## src/rtl/weight_loader.sv

```systemverilog
// Weight loader: spreads one weight stream column-major across SYS_COLS FIFOs, with per-column credits.
// Define WEIGHT_LOADER_ERR_EN to add a sticky err output that flags a read strobe on an empty FIFO.
module weight_loader #(
    parameter int SYS_COLS     = 3,
    parameter int DWIDTH       = 8,
    parameter int ROWS_PER_COL = 3,
    parameter int FIFO_DEPTH   = 16,
    parameter int TILE_W       = 8
) (
    input  logic                clk,
    input  logic                rstn,
    input  logic                start,
    input  logic [TILE_W-1:0]   num_tiles,
    input  logic                s_valid,
    input  logic [DWIDTH-1:0]   s_data,
    output logic                s_ready,
    input  logic [SYS_COLS-1:0] rd_en,
    output logic [SYS_COLS-1:0] wr_en,
    output logic [DWIDTH-1:0]   wr_data,
    output logic                busy,
    output logic                done
`ifdef WEIGHT_LOADER_ERR_EN
    ,
    output logic                err
`endif
);
    localparam int CRW  = $clog2(FIFO_DEPTH + 1);
    localparam int COLW = (SYS_COLS > 1) ? $clog2(SYS_COLS) : 1;
    localparam int ROWW = (ROWS_PER_COL > 1) ? $clog2(ROWS_PER_COL) : 1;
    localparam logic [CRW-1:0]  CR_FULL  = CRW'(FIFO_DEPTH);
    localparam logic [COLW-1:0] COL_LAST = COLW'(SYS_COLS - 1);
    localparam logic [ROWW-1:0] ROW_LAST = ROWW'(ROWS_PER_COL - 1);

    typedef enum logic [1:0] {IDLE, LOAD, FIN} state_t;

    state_t              state_q, state_d;
    logic [TILE_W-1:0]   tiles_q, tiles_d;
    logic [TILE_W-1:0]   tile_q, tile_d;
    logic [COLW-1:0]     col_q, col_d;
    logic [ROWW-1:0]     row_q, row_d;
    logic [CRW-1:0]      credit_q [SYS_COLS];
    logic [CRW-1:0]      credit_d [SYS_COLS];
    logic [SYS_COLS-1:0] wr_en_q, wr_en_d;
    logic [DWIDTH-1:0]   wr_data_q, wr_data_d;
    logic                hs;
    logic                last_word;

    assign hs        = s_valid & s_ready;
    assign last_word = (row_q == ROW_LAST) && (col_q == COL_LAST) &&
                       (tile_q == tiles_q - TILE_W'(1));

    always_ff @(posedge clk or negedge rstn) begin
        if (!rstn) begin
            state_q   <= IDLE;
            tiles_q   <= '0;
            tile_q    <= '0;
            col_q     <= '0;
            row_q     <= '0;
            wr_en_q   <= '0;
            wr_data_q <= '0;
            for (int i = 0; i < SYS_COLS; i++) credit_q[i] <= CR_FULL;
        end else begin
            state_q   <= state_d;
            tiles_q   <= tiles_d;
            tile_q    <= tile_d;
            col_q     <= col_d;
            row_q     <= row_d;
            wr_en_q   <= wr_en_d;
            wr_data_q <= wr_data_d;
            for (int i = 0; i < SYS_COLS; i++) credit_q[i] <= credit_d[i];
        end
    end

    always_comb begin
        state_d   = state_q;
        tiles_d   = tiles_q;
        tile_d    = tile_q;
        col_d     = col_q;
        row_d     = row_q;
        wr_en_d   = '0;
        wr_data_d = wr_data_q;
        case (state_q)
            IDLE: begin
                if (start) begin
                    tiles_d = num_tiles;
                    tile_d  = '0;
                    col_d   = '0;
                    row_d   = '0;
                    state_d = (num_tiles == '0) ? FIN : LOAD;
                end
            end
            LOAD: begin
                if (hs) begin
                    wr_en_d   = SYS_COLS'(1) << col_q;
                    wr_data_d = s_data;
                    if (row_q == ROW_LAST) begin
                        row_d = '0;
                        if (col_q == COL_LAST) begin
                            col_d  = '0;
                            tile_d = tile_q + TILE_W'(1);
                        end else begin
                            col_d = col_q + COLW'(1);
                        end
                    end else begin
                        row_d = row_q + ROWW'(1);
                    end
                    if (last_word) state_d = FIN;
                end
            end
            FIN:     state_d = IDLE;
            default: state_d = IDLE;
        endcase

        // A write and a read on the same column cancel; reads of a full credit saturate.
        for (int i = 0; i < SYS_COLS; i++) begin
            credit_d[i] = credit_q[i];
            if (rd_en[i] && !(hs && col_q == COLW'(i))) begin
                if (credit_q[i] != CR_FULL) credit_d[i] = credit_q[i] + CRW'(1);
            end else if (!rd_en[i] && hs && col_q == COLW'(i)) begin
                credit_d[i] = credit_q[i] - CRW'(1);
            end
        end
    end

    // s_ready looks only at registered state so upstream can rely on it before asserting valid.
    always_comb begin
        s_ready = (state_q == LOAD) && (credit_q[col_q] != '0);
        busy    = (state_q != IDLE);
        done    = (state_q == FIN);
        wr_en   = wr_en_q;
        wr_data = wr_data_q;
    end

`ifdef WEIGHT_LOADER_ERR_EN
    logic                err_q;
    logic [SYS_COLS-1:0] empty_rd;

    always_comb begin
        empty_rd = '0;
        for (int i = 0; i < SYS_COLS; i++) empty_rd[i] = rd_en[i] && (credit_q[i] == CR_FULL);
    end

    always_ff @(posedge clk or negedge rstn) begin
        if (!rstn)          err_q <= 1'b0;
        else if (|empty_rd) err_q <= 1'b1;
    end

    assign err = err_q;
`endif

endmodule

```

## config.mk

```make
export PLATFORM = sky130hd
export DESIGN_NAME = weight_loader
export DESIGN_NICKNAME = d
export VERILOG_FILES = /design/src/rtl/weight_loader.sv
export SDC_FILE = /design/constraint.sdc
export NUM_CORES = 1
export LEC_CHECK = 0
export ABC_AREA = 1
export CAP_MARGIN = 5
export CORE_MARGIN = 4
export CORE_UTILIZATION = 45
export CTS_CLUSTER_SIZE = 25
export DETAILED_ROUTE_END_ITERATION = 12
export PLACE_DENSITY = 0.64
export SLEW_MARGIN = 20
export SYNTH_ARGS = -nofsm -noshare
export SYNTH_HDL_FRONTEND = slang
export SYNTH_SLANG_ARGS = --single-unit
```

## constraint.sdc

```tcl
create_clock -name clk -period 3.3 [get_ports clk]
set_input_delay 0.33 -clock clk [delete_from_list [all_inputs] [get_ports clk]]
set_output_delay 0.33 -clock clk [all_outputs]
set_load 0.01 [all_outputs]
```

# Word level (Yosys, flattened, before mapping)
# Cells that the tools add are included.
dict set report totals {
  n_memories 0
  register_bits 48
  ramBits 0
  wordCells 112
  out_inout_bits 14
  in_bits 23
  rom_bits 0
  latchBits 0
}
dict set report classes {
  n_mul 0
  n_div 0
  eq_ne 17
  order_cmp 1
  n_bitwise 2
  n_reduce_logical 39
  shift 1
  addsub 10
  mux 32
}
# operator n
set ops {}
lappend ops {{5-bit two-way mux} 11}
lappend ops {{8-bit two-way mux} 4}
lappend ops {{2-bit two-way mux} 10}
lappend ops {{8-bit case mux with 2 select lines} 1}
lappend ops {{5-bit by 1-bit adder with 5-bit output, second input constant} 3}
lappend ops {{1-bit logical AND} 15}
lappend ops {{5-bit inequality test, second input constant} 3}
lappend ops {{5-bit by 1-bit subtractor with 5-bit output, second input constant} 3}
lappend ops {{2-bit case mux with 2 select lines} 3}
lappend ops {{5-bit binary-select mux with 2-bit select} 1}
lappend ops {{2-bit inequality test, second input constant} 5}
lappend ops {{2-bit AND reduction} 5}
lappend ops {{2-bit nonzero test} 5}
lappend ops {{8-bit by 1-bit adder with 8-bit output, second input constant} 1}
lappend ops {{8-bit == test} 1}
lappend ops {{8-bit zero test} 1}
lappend ops {{8-bit by 1-bit subtractor with 8-bit output, second input constant} 1}
lappend ops {{2-bit == test, second input constant} 3}
lappend ops {{1-bit zero test} 6}
lappend ops {{3-bit two-way mux} 2}
lappend ops {{2-bit by 1-bit inequality test with 1-bit output, second input constant} 3}
lappend ops {{3-bit AND reduction} 2}
lappend ops {{5-bit AND reduction} 1}
lappend ops {{5-bit nonzero test} 1}
lappend ops {{other kinds (8)} 11}

# Logic depth before layout (Yosys ltp)
dict set report depth {
  word_depth 12
  depth_mapped 15
  depth_no_buf 15
}

# Worst setup path after synthesis
# Ideal clock, no wire load.
dict set report synth_path {
  kind {flip-flop to flip-flop}
  from {register credit_q[5] (netlist name)}
  to {register credit_q[9] (netlist name)}
  setup_time_ns 0.076
  required_time_ns 3.224
  n_path_buf 0
  arrival_ns 1.960
  path_slack_ns 1.264
  stages_incl_launch_ff 16
  synth_period_minus_slack_ns 2.036
  cell_sequence {dfrtp_1 nor2_1 nand3_1 nand2_1 nand3_2 nand4_1 nand2_1 ha_1 inv_1 o21bai_1 a31oi_1 inv_1 nand2_1 nand3_1 nand2_1 nand2_1}
}
dict set report synth_between {
  elab_chain_cells 11
  elab_cells_between_ends 20
  cone_classes {add/sub: 2; eq/ne: 2; mux: 6; bitwise: 1; reduce/logical: 9}
}
# item line_no
set synth_lines {}
lappend synth_lines {{from (decl)} 41} ;# logic [CRW-1:0] credit_q [SYS_COLS];
lappend synth_lines {{5-bit binary-select mux with 2-bit select} 127} ;# s_ready = (state_q == LOAD) && (credit_q[col_q] != '0);
lappend synth_lines {{5-bit two-way mux (implied by the code) (2 in a row)} 127}
lappend synth_lines {{5-bit nonzero test} 127}
lappend synth_lines {{1-bit logical AND} 127}
lappend synth_lines {{1-bit bitwise AND} 48} ;# assign hs = s_valid & s_ready;
lappend synth_lines {{1-bit logical AND} 117} ;# if (rd_en[i] && !(hs && col_q == COLW'(i))) begin
lappend synth_lines {{1-bit zero test} 117}
lappend synth_lines {{1-bit logical AND} 117}
lappend synth_lines {{2-bit by 1-bit inequality test with 1-bit output (no line) or 2-bit nonzero test (tied branches)} -}
lappend synth_lines {{2-bit AND reduction (no line)} -}
# Several ways; a longest one is shown, not always the timed one. The select of a mux whose other input is x is not followed.
# A chain may end at the register's enable or synchronous reset.

# Worst setup path in the final report
dict set report layout_path {
  from {register state_q[1]}
  to {register credit_q[4] (netlist name)}
}
dict set report layout_between {
  elab_chain_cells 8
  elab_cells_between_ends 12
  cone_classes {eq/ne: 2; mux: 1; bitwise: 1; reduce/logical: 8}
}
# item line_no
set layout_lines {}
lappend layout_lines {{from (decl)} 36} ;# state_t state_q, state_d;
lappend layout_lines {{from (signal assigned)} 63} ;# state_q <= state_d;
lappend layout_lines {{2-bit by 1-bit == test with 1-bit output *} 127}
lappend layout_lines {{1-bit logical AND *} 127}
lappend layout_lines {{1-bit bitwise AND *} 48}
lappend layout_lines {{1-bit logical AND} 117}
lappend layout_lines {{1-bit zero test} 117}
lappend layout_lines {{1-bit logical AND} 117}
lappend layout_lines {{2-bit by 1-bit inequality test with 1-bit output (no line) or 2-bit nonzero test (tied branches)} -}
lappend layout_lines {{2-bit AND reduction (no line)} -}
# Mark *: on every way between the ends. The rest lies on a longest branch, timed or not.

==> impl_summary.md <==
Run status
The flow ran to the end, but the final reports show violations. The final reports fail on hold timing.

Logic synthesis
The Yosys warning count is 0. The part of the Yosys area used for sequential elements is 42.3%. After synthesis, the share of flip-flops with an asynchronous set or reset is 100%. By area the synthesized netlist is led by dfrtp_1, nand2_1, nand3_1.

In this run, synthesis produced a sequential element count of 48. The number of nets handed over by synthesis was 401. The top cell type by area accounts for 39.5% of the synthesized area. Counting distinct cell types in the post-synthesis netlist gives 31.

The post-synthesis instance area is 2850 sq um. The synthesized instance count is 364. The mean instance size in the synthesized netlist is 7.83 sq um. The number of enable flip-flop cells after synthesis is 0. Summed over all instances, the cell type with the most area after synthesis is dfrtp_1.

Among all flip-flop cells after synthesis, the most frequent one is dfrtp_1.

Critical path
The nature of the critical path endpoint is a flop. For the worst setup path, the data required time is 3.54 ns. The reg-to-reg endpoint is credit_q[4]. The timing startpoint of the critical path is state_q[1]. For the worst flop-to-flop path, the logic depth is 12. Data arrives at the worst endpoint at 2.63 ns.

STA classifies the critical path startpoint as a flop. The cell with the largest stage delay on the worst path is nor2_1. The critical path class is reg2reg. The critical path contains buffers and inverters numbering 2 combined. For this run, the slowest stage of the critical path takes 0.45 ns. The origin of the critical flop-to-flop path is state_q[1]. Counting stages on the worst path, the most repeated cell is nand2_1. In this run the worst path has a maximum fanout of 6.

The signal on the critical path passes through nor2_1 > nand4_1 > nand2_1 > ha_1 > inv_1 > o21bai_1 > a31oi_1 > inv_1 > nand2_1 > nand3_1 > nand2_1 > nand2_1. Across all register-to-register paths, the minimum setup slack is 0.92 ns. Broken down by cell family, the worst path's largest delay share belongs to simple AND/OR/NAND/NOR gates.

Routing
The aggregate routed wire length is 5750 um. In the routed layout, each cell is associated on average with a via count of 4.94. Dividing the detail-routed wire length by the instance count gives 12.0 um.

The length of the first detailed-routing pass in iterations is 5. The number of remaining DRC errors is 0. The count of nets left with antenna violations once routing finished came out at 0. The routed via count is 2367. After the first detailed-routing iteration, the DRC count stood at 85.

GRT
Global routing consumed, over all layers together, 16.6% of the routing resources. The first global-routing pass estimated 10100 um of wire. The number of antenna violations at the first check in global routing was 0. For this run the aggregate overflow at the end of global routing stands at 0.

The number of global-route vias before repair is 2239. The maximum number of pins on one net before global-route repair is 27.

Placed design
The detailed-placement wirelength estimate is 4380 um. The pre-CTS worst setup slack is 0.872 ns. The final estimated routing congestion in global placement is 0.850. The number of port buffers is 36.

STA
The minimum clock period is 2.38 ns. The max-slew violation count is 0. Setup repair after global routing left no endpoint under its margin.

Hold timing on the final database bottoms out at a slack of -0.00476 ns. Across the routed clock network, the largest skew measured is 0.0105 ns. The timing-limited maximum frequency is 419 MHz.

The relative max-transition margin is 61.3%. The sum of negative setup slack is 0 ns. After layout, the worst setup slack is 0.915 ns.

The final period utilization is 72.3%. The number of hold-slack violations in the final timing report is 6. The slew of the pin with the lowest slew margin is 0.579 ns. Setup violations remaining at the end of the flow were counted as 0.

Final layout
Fill cells in the final layout number 542. From synthesis to final layout, the design area changed by 19.0%. Leaving out fill and tap cells, the most frequent cells in the layout are nand2_1, inv_1, dfrtp_1, nand3_1, clkdlybuf4s50_1.

Across the whole layout, storage elements account for 1200 sq um. The library cell used most frequently in the layout, excluding fill and tap cells, is nand2_1. Cells with a size suffix above 1 make up 7.43% of the layout. At the end of the flow, the number of nets in the layout was 440.

The area occupied by multi-input gates is 1410 sq um. The repair_antennas step left the layout with diodes totalling 0.

Clocking
Clock latency on the worst-skew pair, taken at its later pin, is 0.30 ns. The maximum count of clock buffers along a single path is 2. Buffers added to address setup during post-CTS repair amount to 0. In this run the number of H-tree levels came out at 2.

CTS placed an instance of clkbuf_8 at the clock tree root. After clock tree synthesis, the clock-pin slew on the worst setup and hold paths is 0.09 ns. The number of buffers inserted for hold repair after clock tree synthesis is 0. TritonCTS created 5 clock buffers.

The post-CTS resize count is 0. TritonCTS built the clock tree. The sink count of the clock tree is 48.

Min path
The worst hold-check path type is in2async.

Floorplanning
The die covers 7670 sq um. The die span in x is 87.6 um. The vertical die dimension is 87.6 um. In this run the core area contains 28 standard-cell rows.

The initial core utilization is 47.3%. 37 I/O pins were placed. The total area inside the core boundary comes to 6030 sq um.

Pwr
IR analysis of the VDD net gives a maximum drop of 0.392 mV. In this run, flip-flops and latches consume 36.9% of the power. The cell leakage power is 0.00164 uW.

For this design the ratio of total power to cell area is 862 nW/um^2. Net switching is 42.9% of the power. Combinational logic burns 49.9% of the power. The analysis attributes to net switching a power of 1250 uW. Internal power comes to 1670 uW. The clock network accounts for 13.2% of the total power.

Job
The tool flagged a number of max-cap violations equal to 0.
synth_stat cells (4+ instances only):
master,number
nand2_1,87
inv_1,48
dfrtp_1,45
nand3_1,37
nor2_1,31
o21ai_0,19
xor2_1,15
a21oi_1,12
ha_1,11
nand4_1,11
a31oi_1,4
inv_2,4
nand2_2,4
nor2_2,4
layer usage:
metal	GRT usage, %	vias up	share of wire (%)
met5	0	-	0
met4	4.46	0	1.2
met3	4.89	6	4.8
met2	28.0	46	48
met1	20.8	1067	46
li1	-	1248	-
metrics by stage:
step	util, %	area, sq um	cells	power, uW	hold slack, ns
2_1_floorplan	-	2850	364	2130	0.0344
5_1_grt	56.3	3390	479	3230	0.0293
4_1_cts	56.3	3390	479	2950	0.0179
3_5_place_dp	54.6	3290	471	2550	0.356
3_3_place_gp	54.3	3270	470	2510	0.462
6_report	56.3	3390	479	2920	-0.00476
power by group through the flow:
stage,logic [uW],registers [uW],clock network (uW)
CTS,1470,1080,402
global route,1690,1110,427
global placement,1430,1080,0
finish,1460,1080,385
floorplan,1070,1060,0
detailed placement,1470,1080,0
registers in the layout, summed over array words and instances, names as in the netlist:
name / flops
state_q: 2
credit_q: 15
wr_data: 8
row_q: 2
wr_en: 3
tiles_q: 8
col_q: 2
tile_q: 8
kinds of logic (layout without fill, tap and decap cells):
group,count (synthesis),count (layout),share of synthesized area [%]
DFF,48,48,42.3
adders and majority gates,14,14,6.94
and+or+nand+nor,187,187,29.8
xor gates and xnor gates,18,18,5.53
AOI/OAI and AO/OA,39,39,7.38
buffers and inverters,58,98,8.08
layout make-up:
| cell class | count | area share [%] |
|---|---|---|
| well taps | 75 | 2.77 |
| multi-input cells | 258 | 41.7 |
| repair buffers | 38 | 11.3 |
| flip-flops and latches | 48 | 35.5 |
| inverters | 52 | 5.76 |
| clock buffers | 8 | 2.95 |
worst max-delay path by stage:
stage	to	slack, ns	cells past startpoint
after floorplan	credit_q[9]	1.26	15
after global placement	credit_q[4]	0.98	11
after detailed placement	credit_q[4]	0.87	12
after CTS	credit_q[4]	0.88	12
after global routing	credit_q[4]	0.60	14
final	credit_q[4]	0.92	12
(Power assumes the default switching activity.)
